### config.mk
export PLATFORM = sky130hd
export DESIGN_NAME = alarm_ctrl_multi_flat
export DESIGN_NICKNAME = d
export VERILOG_FILES = /design/src/rtl/alarm_ctrl_multi_if.sv /design/src/rtl/alarm_ctrl_multi.sv /design/src/flat_wrapper.sv
export SDC_FILE = /design/constraint.sdc
export NUM_CORES = 1
export LEC_CHECK = 0
export ABC_CLOCK_PERIOD_IN_PS = 4400
export CORE_UTILIZATION = 65
export DETAILED_ROUTE_END_ITERATION = 6
export GPL_ROUTABILITY_DRIVEN = 0
export GPL_TIMING_DRIVEN = 0
export HOLD_SLACK_MARGIN = 0.06
export PLACE_DENSITY = 0.88
export REMOVE_ABC_BUFFERS = 1
export SLEW_MARGIN = 5
export SYNTH_ARGS = -nofsm -noshare
export SYNTH_HDL_FRONTEND = slang
export SYNTH_SLANG_ARGS = --single-unit
### constraint.sdc
create_clock -name Clk -period 4.4 [get_ports Clk]
set_input_delay 0.44 -clock Clk [delete_from_list [all_inputs] [get_ports Clk]]
set_output_delay 0.44 -clock Clk [all_outputs]
set_load 0.03 [all_outputs]
### src/rtl/alarm_ctrl_multi_if.sv
// Bundle between the time-of-day/config/button sources and the multi-channel
// alarm controller. The outputs drive the ringer and display logic.
interface alarm_ctrl_multi_if #(
  parameter int N_ALARMS = 4,
  parameter int SEL_W    = 2
);
  logic                Tick;
  logic [5:0]          CurMin;
  logic [4:0]          CurHour;
  logic [2:0]          CurDay;
  logic                Wr;
  logic [SEL_W-1:0]    WrSel;
  logic [5:0]          WrMin;
  logic [4:0]          WrHour;
  logic [6:0]          WrDayMask;
  logic                WrEn;
  logic                EN_SNZ;
  logic                EN_STOP;
  logic                Ring;
  logic [SEL_W-1:0]    RingId;
  logic [N_ALARMS-1:0] Active;
  logic [N_ALARMS-1:0] Snoozed;
  logic [N_ALARMS-1:0] Missed;

  modport master (
    output Tick, CurMin, CurHour, CurDay, Wr, WrSel, WrMin, WrHour, WrDayMask,
           WrEn, EN_SNZ, EN_STOP,
    input  Ring, RingId, Active, Snoozed, Missed
  );

  modport slave (
    input  Tick, CurMin, CurHour, CurDay, Wr, WrSel, WrMin, WrHour, WrDayMask,
           WrEn, EN_SNZ, EN_STOP,
    output Ring, RingId, Active, Snoozed, Missed
  );
endinterface

### src/rtl/alarm_ctrl_multi.sv
// Multi-channel alarm controller: per-channel set-point match, ring/snooze/stop
// FSM with Tick-driven snooze and auto-stop timers, merged into Ring/RingId.
module alarm_chan #(
  parameter int TICK_W     = 16,
  parameter int SNZ_TICKS  = 600,
  parameter int RING_TICKS = 300,
  parameter int MAX_SNOOZE = 3
) (
  input  logic       clk,
  input  logic       rst_n,
  input  logic       tick,
  input  logic [5:0] cur_min,
  input  logic [4:0] cur_hour,
  input  logic [2:0] cur_day,
  input  logic       wr,
  input  logic [5:0] wr_min,
  input  logic [4:0] wr_hour,
  input  logic [6:0] wr_mask,
  input  logic       wr_en,
  input  logic       snz,
  input  logic       stop,
  output logic       ringing,
  output logic       active,
  output logic       snoozed,
  output logic       missed
);
  typedef enum logic [1:0] {IDLE, RINGING, SNOOZED} state_t;

  localparam logic [TICK_W-1:0] RING_T = TICK_W'(RING_TICKS);
  localparam logic [TICK_W-1:0] SNZ_T  = TICK_W'(SNZ_TICKS);
  localparam logic [2:0]        MAX_C  = 3'(MAX_SNOOZE);

  state_t            state_q, state_d;
  logic [TICK_W-1:0] timer_q, timer_d, timer_inc;
  logic [2:0]        cnt_q, cnt_d;
  logic              missed_q, missed_d;
  logic              match, match_q, trig;
  logic [5:0]        min_q;
  logic [4:0]        hour_q;
  logic [6:0]        mask_q;
  logic              en_q;
  logic [7:0]        mask_ext;

  // Pad the mask so an out-of-range weekday 7 simply never matches
  assign mask_ext  = {1'b0, mask_q};
  assign match     = en_q && (min_q == cur_min) && (hour_q == cur_hour) && mask_ext[cur_day];
  assign trig      = match && !match_q;
  assign timer_inc = (&timer_q) ? timer_q : timer_q + 1'b1;

  always_comb begin
    state_d  = state_q;
    timer_d  = timer_q;
    cnt_d    = cnt_q;
    missed_d = missed_q;
    if (wr) begin
      state_d  = IDLE;
      timer_d  = '0;
      cnt_d    = '0;
      missed_d = 1'b0;
    end else begin
      unique case (state_q)
        IDLE: if (trig) begin
          state_d = RINGING;
          timer_d = '0;
          cnt_d   = '0;
        end
        RINGING: begin
          if (stop) begin
            state_d = IDLE;
          end else if (snz && (cnt_q < MAX_C)) begin
            state_d = SNOOZED;
            timer_d = '0;
            cnt_d   = cnt_q + 1'b1;
          end else if (tick) begin
            timer_d = timer_inc;
            if (timer_inc == RING_T) begin
              state_d  = IDLE;
              timer_d  = '0;
              missed_d = 1'b1;
            end
          end
        end
        SNOOZED: begin
          if (stop) begin
            state_d = IDLE;
          end else if (tick) begin
            timer_d = timer_inc;
            if (timer_inc == SNZ_T) begin
              state_d = RINGING;
              timer_d = '0;
            end
          end
        end
        default: state_d = IDLE;
      endcase
    end
  end

  always_ff @(posedge clk or negedge rst_n) begin
    if (!rst_n) begin
      state_q  <= IDLE;
      timer_q  <= '0;
      cnt_q    <= '0;
      missed_q <= 1'b0;
      match_q  <= 1'b0;
      min_q    <= '0;
      hour_q   <= '0;
      mask_q   <= '0;
      en_q     <= 1'b0;
    end else begin
      state_q  <= state_d;
      timer_q  <= timer_d;
      cnt_q    <= cnt_d;
      missed_q <= missed_d;
      // Clearing history on write lets a set-point equal to "now" fire next cycle
      match_q  <= wr ? 1'b0 : match;
      if (wr) begin
        min_q  <= wr_min;
        hour_q <= wr_hour;
        mask_q <= wr_mask;
        en_q   <= wr_en;
      end
    end
  end

  assign ringing = (state_q == RINGING);
  assign snoozed = (state_q == SNOOZED);
  assign active  = en_q;
  assign missed  = missed_q;
endmodule

module alarm_ctrl_multi #(
  parameter int N_ALARMS   = 4,
  parameter int SEL_W      = 2,
  parameter int TICK_W     = 16,
  parameter int SNZ_TICKS  = 600,
  parameter int RING_TICKS = 300,
  parameter int MAX_SNOOZE = 3
) (
  input logic          Clk,
  input logic          Clr_n,
  alarm_ctrl_multi_if.slave bus
);
  logic [N_ALARMS-1:0] wr_hit, ringing, active, snoozed, missed;
  logic [SEL_W-1:0]    ring_id;

  for (genvar i = 0; i < N_ALARMS; i++) begin : g_chan
    // Selects beyond the last channel match no wr_hit bit and are dropped
    assign wr_hit[i] = bus.Wr && (bus.WrSel == SEL_W'(i));

    alarm_chan #(
      .TICK_W(TICK_W), .SNZ_TICKS(SNZ_TICKS),
      .RING_TICKS(RING_TICKS), .MAX_SNOOZE(MAX_SNOOZE)
    ) u_chan (
      .clk(Clk), .rst_n(Clr_n), .tick(bus.Tick),
      .cur_min(bus.CurMin), .cur_hour(bus.CurHour), .cur_day(bus.CurDay),
      .wr(wr_hit[i]), .wr_min(bus.WrMin), .wr_hour(bus.WrHour),
      .wr_mask(bus.WrDayMask), .wr_en(bus.WrEn),
      .snz(bus.EN_SNZ), .stop(bus.EN_STOP),
      .ringing(ringing[i]), .active(active[i]),
      .snoozed(snoozed[i]), .missed(missed[i])
    );
  end

  always_comb begin
    ring_id = '0;
    for (int i = N_ALARMS - 1; i >= 0; i--)
      if (ringing[i]) ring_id = SEL_W'(i);
  end

  assign bus.Ring    = |ringing;
  assign bus.RingId  = ring_id;
  assign bus.Active  = active;
  assign bus.Snoozed = snoozed;
  assign bus.Missed  = missed;
endmodule

### src/flat_wrapper.sv
// flat-port wrapper written by rule: the top's interface ports become plain ports
module alarm_ctrl_multi_flat 
#(
  parameter int N_ALARMS   = 4,
  parameter int SEL_W      = 2,
  parameter int TICK_W     = 16,
  parameter int SNZ_TICKS  = 600,
  parameter int RING_TICKS = 300,
  parameter int MAX_SNOOZE = 3
)
  (Clk, Clr_n, bus_Tick, bus_CurMin, bus_CurHour, bus_CurDay, bus_Wr, bus_WrSel, bus_WrMin, bus_WrHour, bus_WrDayMask, bus_WrEn, bus_EN_SNZ, bus_EN_STOP, bus_Ring, bus_RingId, bus_Active, bus_Snoozed, bus_Missed);
  alarm_ctrl_multi_if #(.N_ALARMS(N_ALARMS), .SEL_W(SEL_W)) bus_i ();
  input logic Clk;
  input logic Clr_n;
  input wire logic [$bits(bus_i.Tick)-1:0] bus_Tick;
  input wire logic [$bits(bus_i.CurMin)-1:0] bus_CurMin;
  input wire logic [$bits(bus_i.CurHour)-1:0] bus_CurHour;
  input wire logic [$bits(bus_i.CurDay)-1:0] bus_CurDay;
  input wire logic [$bits(bus_i.Wr)-1:0] bus_Wr;
  input wire logic [$bits(bus_i.WrSel)-1:0] bus_WrSel;
  input wire logic [$bits(bus_i.WrMin)-1:0] bus_WrMin;
  input wire logic [$bits(bus_i.WrHour)-1:0] bus_WrHour;
  input wire logic [$bits(bus_i.WrDayMask)-1:0] bus_WrDayMask;
  input wire logic [$bits(bus_i.WrEn)-1:0] bus_WrEn;
  input wire logic [$bits(bus_i.EN_SNZ)-1:0] bus_EN_SNZ;
  input wire logic [$bits(bus_i.EN_STOP)-1:0] bus_EN_STOP;
  output wire logic [$bits(bus_i.Ring)-1:0] bus_Ring;
  output wire logic [$bits(bus_i.RingId)-1:0] bus_RingId;
  output wire logic [$bits(bus_i.Active)-1:0] bus_Active;
  output wire logic [$bits(bus_i.Snoozed)-1:0] bus_Snoozed;
  output wire logic [$bits(bus_i.Missed)-1:0] bus_Missed;
  assign bus_i.Tick = bus_Tick;
  assign bus_i.CurMin = bus_CurMin;
  assign bus_i.CurHour = bus_CurHour;
  assign bus_i.CurDay = bus_CurDay;
  assign bus_i.Wr = bus_Wr;
  assign bus_i.WrSel = bus_WrSel;
  assign bus_i.WrMin = bus_WrMin;
  assign bus_i.WrHour = bus_WrHour;
  assign bus_i.WrDayMask = bus_WrDayMask;
  assign bus_i.WrEn = bus_WrEn;
  assign bus_i.EN_SNZ = bus_EN_SNZ;
  assign bus_i.EN_STOP = bus_EN_STOP;
  assign bus_Ring = bus_i.Ring;
  assign bus_RingId = bus_i.RingId;
  assign bus_Active = bus_i.Active;
  assign bus_Snoozed = bus_i.Snoozed;
  assign bus_Missed = bus_i.Missed;
  alarm_ctrl_multi #(.N_ALARMS(N_ALARMS), .SEL_W(SEL_W), .TICK_W(TICK_W), .SNZ_TICKS(SNZ_TICKS), .RING_TICKS(RING_TICKS), .MAX_SNOOZE(MAX_SNOOZE)) u_core (.Clk(Clk), .Clr_n(Clr_n), .bus(bus_i));
endmodule
# Word level (Yosys, flattened, before mapping)
# Cells that the tools add are included.
totals:
  regBits: 168
  latchBits: 0
  mem_bits_rw: 0
  romBits: 0
  out_inout_bits: 15
  elab_cells: 342
  n_memories: 0
classes:
  n_addsub: 8
  n_mul: 0
  n_div: 0
  order_cmp: 5
  eq_ne: 75
  shift: 0
  muxes: 144
  bitwise_logic: 0
  reduce_logical: 74
op_table:
  columns: ["cell", "count"]
  rows:
  - ["2-to-1 mux 16 bit", 40]
  - ["one-hot mux 16 bit (3 select lines)", 4]
  - ["2-to-1 mux 2 bit", 40]
  - ["adder 16 x 1 -> 16 bit (second input constant)", 4]
  - ["equality test 16 x 10 -> 1 bit (second input constant)", 4]
  - ["equality test 16 x 9 -> 1 bit (second input constant)", 4]
  - ["AND reduction 16 bit", 4]
  - ["2-to-1 mux 3 bit", 16]
  - ["!= test 3 bit (second input constant)", 16]
  - ["AND reduction 5 bit", 8]
  - ["2-to-1 mux 1 bit", 32]
  - ["!= test 4 x 3 -> 1 bit (second input constant)", 8]
  - ["equality test 6 bit", 4]
  - ["logical AND 1 bit", 24]
  - ["one-hot mux 2 bit (3 select lines)", 4]
  - ["one-hot mux 3 bit (2 select lines)", 4]
  - ["AND reduction 6 bit", 4]
  - ["nonzero test 2 bit", 12]
  - ["equality test 5 bit", 4]
  - ["!= test 5 x 3 -> 1 bit (second input constant)", 4]
  - ["!= test 5 x 4 -> 1 bit (second input constant)", 4]
  - ["!= test 4 bit (second input constant)", 4]
  - ["AND reduction 4 bit", 4]
  - ["nonzero test 4 bit", 4]
  - ["13 further kinds", 50]

# Logic depth before layout (Yosys ltp)
logic_depth:
  depth_word: 9
  ltp_mapped: 13

# Modules after synthesis
# From an unflattened synthesis, not the netlist that was laid out.
hier_totals:
  cells_unflattened: 1124
  area_unflattened_um2: 10664.0
modules_own_cells:
  columns: ["mod", "instances", "cells_per_inst", "area_per_inst_um2"]
  rows:
  - ["alarm_chan at u_core.g_chan[1].u_chan ...", 2, 278, 2633.8]
  - ["alarm_chan at u_core.g_chan[0].u_chan", 1, 276, 2675.1]
  - ["alarm_chan at u_core.g_chan[3].u_chan", 1, 280, 2638.8]
  - ["alarm_ctrl_multi", 1, 12, 82.6]

# Worst setup path after synthesis
# Ideal clock, no wire load.
synth_timing:
  kind: "reg-to-reg"
  start: "register u_core.g_chan[0].u_chan.timer_q[0]"
  end: "register u_core.g_chan[0].u_chan.state_q[0]"
  setup_ps: 165
  arrival_ps: 2812
  setup_slack_ps: 1423
  stages_incl_launch_ff: 11
  path_buffers: 0
  path_cell_list: "dfrtp_1 ha_1 nand4_4 nor4_4 mux2_4 nand4_1 or2_0 or3_1 a21oi_2 mux2i_1 o311ai_0"
synth_between:
  elab_chain_cells: 5
synth_rtl:
  columns: ["item", "line", "text"]
  rows:
  - ["from (decl)", "alarm_ctrl_multi.sv:34", "logic [TICK_W-1:0] timer_q, timer_d, timer_inc;"]
  - ["from (signal assigned)", "alarm_ctrl_multi.sv:112", "timer_q <= timer_d;"]
  - ["adder 16 x 1 -> 16 bit or AND reduction 16 bit (tied branches)", "alarm_ctrl_multi.sv:48", "assign timer_inc = (&timer_q) ? timer_q : timer_q + 1'b1;"]
  - ["2-to-1 mux 16 bit (*)", "alarm_ctrl_multi.sv:48", null]
  - ["equality test 16 x 9 -> 1 bit or equality test 16 x 10 -> 1 bit (tied branches)", "alarm_ctrl_multi.sv:76, alarm_ctrl_multi.sv:88", null]
  - ["!= test 5 x 3 -> 1 bit (no source line) or != test 4 x 3 -> 1 bit (tied branches)", null, null]
  - ["AND reduction 5 bit (no source line) (*)", null, null]
  - ["to (signal assigned)", "alarm_ctrl_multi.sv:111", "state_q <= state_d;"]
  - ["to (decl)", "alarm_ctrl_multi.sv:33", "state_t state_q, state_d;"]
# Mark *: on every way between the ends. The rest lies on a longest branch, timed or not.
# A chain may end at the register's enable or synchronous reset.

# Worst setup path after layout
layout_timing:
  start: "input bus_CurDay[1]"
  end: "register u_core.g_chan[2].u_chan.timer_q[0]"
layout_between:
  elab_chain_cells: 6
layout_rtl:
  columns: ["item", "line", "text"]
  rows:
  - ["from (decl)", "flat_wrapper.sv:18", "input wire logic [$bits(bus_i.CurDay)-1:0] bus_CurDay;"]
  - ["binary-select mux 1 bit (select 3 bit)", "alarm_ctrl_multi.sv:46", "assign match = en_q && (min_q == cur_min) && (hour_q == cur_hour) && mask_ext[cur_day];"]
  - ["2-to-1 mux 1 bit (implied by the code)", "alarm_ctrl_multi.sv:46", null]
  - ["logical AND 1 bit", "alarm_ctrl_multi.sv:46", null]
  - ["logical AND 1 bit", "alarm_ctrl_multi.sv:47", "assign trig = match && !match_q;"]
  - ["!= test 3 bit (no source line)", null, null]
  - ["AND reduction 6 bit (no source line)", null, null]
  - ["to (signal assigned)", "alarm_ctrl_multi.sv:112", null]
  - ["to (decl)", "alarm_ctrl_multi.sv:34", null]
# No other way between the ends. The select of a mux whose other input is x is not followed.

==> impl_metrics.py <==
metrics = {
    "cts": {
        "cts_tree": "yes",
        "h-tree-depth": 4,
        "cts_buffer_depth": 2,
        "cts_num_sinks": 168,
        "insertion_delay_ns": 0.44,
        "path_clk_slew_ns": 0.07,
        "postCtsSetupRepairBufs": 0,
        "root_buffer": "clkbuf_16",
        "cts_buffers": 17,
    },
    "global_routing": {
        "grt_pass1_vias": 8975,
        "antenna_found_initial": 0,
        "grt_max_degree": 108,
        "grt_use_total_pct": 31.6,
        "gr-total-overflow": 0,
        "grt_pass1_wl_um": 44500,
    },
    "synth": {
        "yosys.area.top_type_share_pct": 38.6,
        "synthCells": 1259,
        "synth_top_area_cell": "dfrtp_1",
        "synth_area_per_cell_um2": 8.64,
        "ys_types": 88,
        "synth_edf_count": 0,
        "synth_area_um2": 10900,
        "async_flop_share_pct": 100,
        "yosysSeqAreaShare_pct": 38.6,
        "yosysWarnings": 0,
        "yosys-top-cells-area": "dfrtp_1 39%, nand2_1 8.8%, xnor2_1 4.2%",
        "synthFlopType": "dfrtp_1",
        "synth-seq-cells": 168,
    },
    "finish": {
        "final_cell_area_um2": 11900,
        "drive_gt1_share_pct": 9.52,
        "fill_cells": 1137,
        "final_cell_mix": "255 x nand2_1, 168 x dfrtp_1, 86 x a21oi_1",
        "syn_to_final_growth_pct": 9.82,
        "final_common_cell": "nand2_1",
        "num_antenna_cells": 0,
        "final_nets": 1302,
    },
    "pwr": {
        "swShare_pct": 38.6,
        "leakagePower_uw": 0.00507,
        "combPwrFrac_pct": 34.4,
        "p_seq_share_pct": 36.3,
        "power_density_nw_per_um2": 448,
        "clkPwrFrac_pct": 29.3,
        "ir_worst_vdd_mv": 0.375,
        "switching_power_uw": 2070,
        "p_int_uw": 3290,
    },
    "worst_setup_path": {
        "r2r_slack_ns": 0.65,
        "crit_arrival_ns": 4.36,
        "rr_startpoint": "u_core.g_chan[0].u_chan.timer_q[0]$_DFFE_PN0P_",
        "crit_fanout": 22,
        "r2r_end": "u_core.g_chan[0].u_chan.timer_q[7]$_DFFE_PN0P_",
        "worst_path_largest_cell_delay_ns": 0.93,
        "r2r_cells": 11,
        "critPathMostFrequentCell": "o21ai_2",
        "path_cells": "clkdlybuf4s50_1 -> mux2i_1 -> mux4_2 -> or4_4 -> o21ai_4 -> o21ai_2 -> o21ai_2 -> o31ai_1 -> mux2_2",
        "start_kind": "input port",
        "worstPathRequired_ns": 4.72,
        "endpoint_kind": "register",
        "critPathKind": "input port to register",
        "cp_slowest_cell": "clkdlybuf4s50_1",
    },
    "die": {
        "num_io_pins": 56,
        "core-area_um2": 16100,
        "num_rows": 46,
        "die_area_um2": 17300,
        "die_h_um": 131,
        "die_w_um": 131,
        "initial_utilization_pct": 67.5,
    },
    "timing": {
        "setup_ws_ns": 0.356,
        "tightest_slew_ns": 1.15,
        "hold_viol": 0,
        "maxSlewHeadroom_pct": 22.6,
        "fin_crit_sh_pct": 91.9,
        "finalClockSkew_ns": 0.0143,
        "max_freq_mhz": 247,
        "setup_viol": 0,
        "final.min_clock_period_ns": 4.04,
        "finalMaxSlewViolations": 0,
        "rsz0062_at_grt": "no",
    },
    "drt": {
        "first_iter_violations": 944,
        "firstDrtPassIters": 5,
        "detail-route-antenna-nets": 0,
        "avgRoutedWirePerCell_um": 18.3,
        "totalWireLength_um": 26900,
        "drc": 0,
        "vias": 9673,
        "vias_per_cell": 6.60,
    },
    "place": {
        "dpl_worst_slack_ns": -0.153,
        "placed_area_um2": 11300,
        "port-buffer-count": 55,
        "dp_hpwl_um": 17500,
    },
    "job": {
        "drv_cap": 0,
    },
    "min_path": {
        "hold_path_class": "register to register",
        "min_from": "u_core.g_chan[0].u_chan.mask_q[4]$_DFFE_PN0P_",
        "hold_depth": 2,
        "hold_end": "u_core.g_chan[0].u_chan.mask_q[4]$_DFFE_PN0P_",
    },
    "status": {
        "outcome": "completed",
    },
}
-- synth_stat cells (9+ instances only) --
cell type	number
nand2_1	255
dfrtp_1	168
a21oi_1	86
nor2_1	62
nand3_1	54
xnor2_1	52
clkbuf_1	48
nand4_1	41
o21ai_0	40
inv_1	30
nor3_1	28
buf_2	26
mux2_2	25
a31oi_1	24
ha_1	24
mux2i_1	18
nor4_1	15
buf_4	14
a21o_1	13
a22o_1	11
and4_1	11
o211ai_1	11
and3_1	10
o2111ai_1	9
-- metrics by stage --
stage                     hold WS [ns]  util, %  std cells  setup TNS [ns]  power [µW]
after detailed placement         0.417     70.2       1433          -0.927        3720
after CTS                        0.480     74.1       1466               0        5330
final                            0.476     74.1       1466               0        5350
after global placement           0.457     69.3       1427         -731.56        3610
after floorplan                  0.144        -       1156           -1.05        3180
after global routing             0.507     74.1       1466               0        5610
-- sequential cells by signal, indices dropped and copies added, names as in the netlist --
register,flops
u_core.g_chan.u_chan.active,4
u_core.g_chan.u_chan.cnt_q,12
u_core.g_chan.u_chan.hour_q,20
u_core.g_chan.u_chan.mask_q,28
u_core.g_chan.u_chan.match_q,4
u_core.g_chan.u_chan.min_q,24
u_core.g_chan.u_chan.missed,4
u_core.g_chan.u_chan.state_q,8
u_core.g_chan.u_chan.timer_q,64
-- final cells by class --
cell class	count	area, µm²	share of cell area, %
Multi-Input combinational cell	958	6060	50.7
Sequential cell	168	4200	35.2
Timing Repair Buffer	62	673	5.63
Clock buffer	17	425	3.56
Tap cell	216	270	2.26
Clock inverter	15	205	1.72
Inverter	30	113	0.943
-- kinds of logic after synthesis --
| logic type | count (synthesis) | synth area share (%) |
|---|---|---|
| and+or+nand+nor | 557 | 26.0 |
| AOI/OAI and AO/OA | 268 | 16.5 |
| DFF | 168 | 38.6 |
| xor gates and xnor gates | 60 | 4.83 |
| muxes | 49 | 5.35 |
| adders and majority gates | 24 | 2.76 |
| buffers and inverters | 133 | 5.98 |
-- repair_timing --
item	CTS	global route
resized for setup	0	1
hold buffers	1	0
hold endpoints to repair	61	0
setup endpoints to repair	0	3
-- worst max-delay path, delay by kind of cell --
| family | cells | cell delay, ns |
|---|---|---|
| and+or+nand+nor | 1 | 0.60 |
| AOI/OAI and AO/OA | 4 | 1.35 |
| muxes | 3 | 1.04 |
| buffers and inverters | 1 | 0.93 |
-- metal layers --
| metal | GRT usage, % | part of all wire [%] |
|---|---|---|
| met4 | 11.2 | 2.0 |
| met1 | 41.9 | 42 |
| met3 | 5.59 | 5.7 |
| met2 | 52.0 | 50 |
| met5 | 0 | 0 |
-- worst max path at each step --
stage	startpoint	endpoint	slack (ns)	depth (start not counted)
final	bus_CurDay[1]	u_core.g_chan[2].u_chan.timer_q[0]$_DFFE_PN0P_	0.36	9
after global routing	bus_CurDay[1]	u_core.g_chan[2].u_chan.timer_q[0]$_DFFE_PN0P_	0.21	9
after CTS	bus_CurDay[1]	u_core.g_chan[1].u_chan.timer_q[6]$_DFFE_PN0P_	0.16	10
after detailed placement	bus_CurDay[1]	u_core.g_chan[1].u_chan.timer_q[7]$_DFFE_PN0P_	-0.15	10
after global placement	Clr_n	u_core.g_chan[2].u_chan.timer_q[15]$_DFFE_PN0P_	-4.07	1
after floorplan	bus_WrSel[1]	u_core.g_chan[0].u_chan.timer_q[4]$_DFFE_PN0P_	-0.17	5
-- power groups by stage --
stage	Combinational [µW]	Clock (µW)	Sequential, µW
2_1_floorplan	1260	0	1920
3_3_place_gp	1670	0	1940
3_5_place_dp	1770	0	1950
4_1_cts	1820	1580	1930
5_1_grt	2010	1640	1960
6_report	1840	1570	1940
No activity file was read; power rests on OpenSTA's default activity.
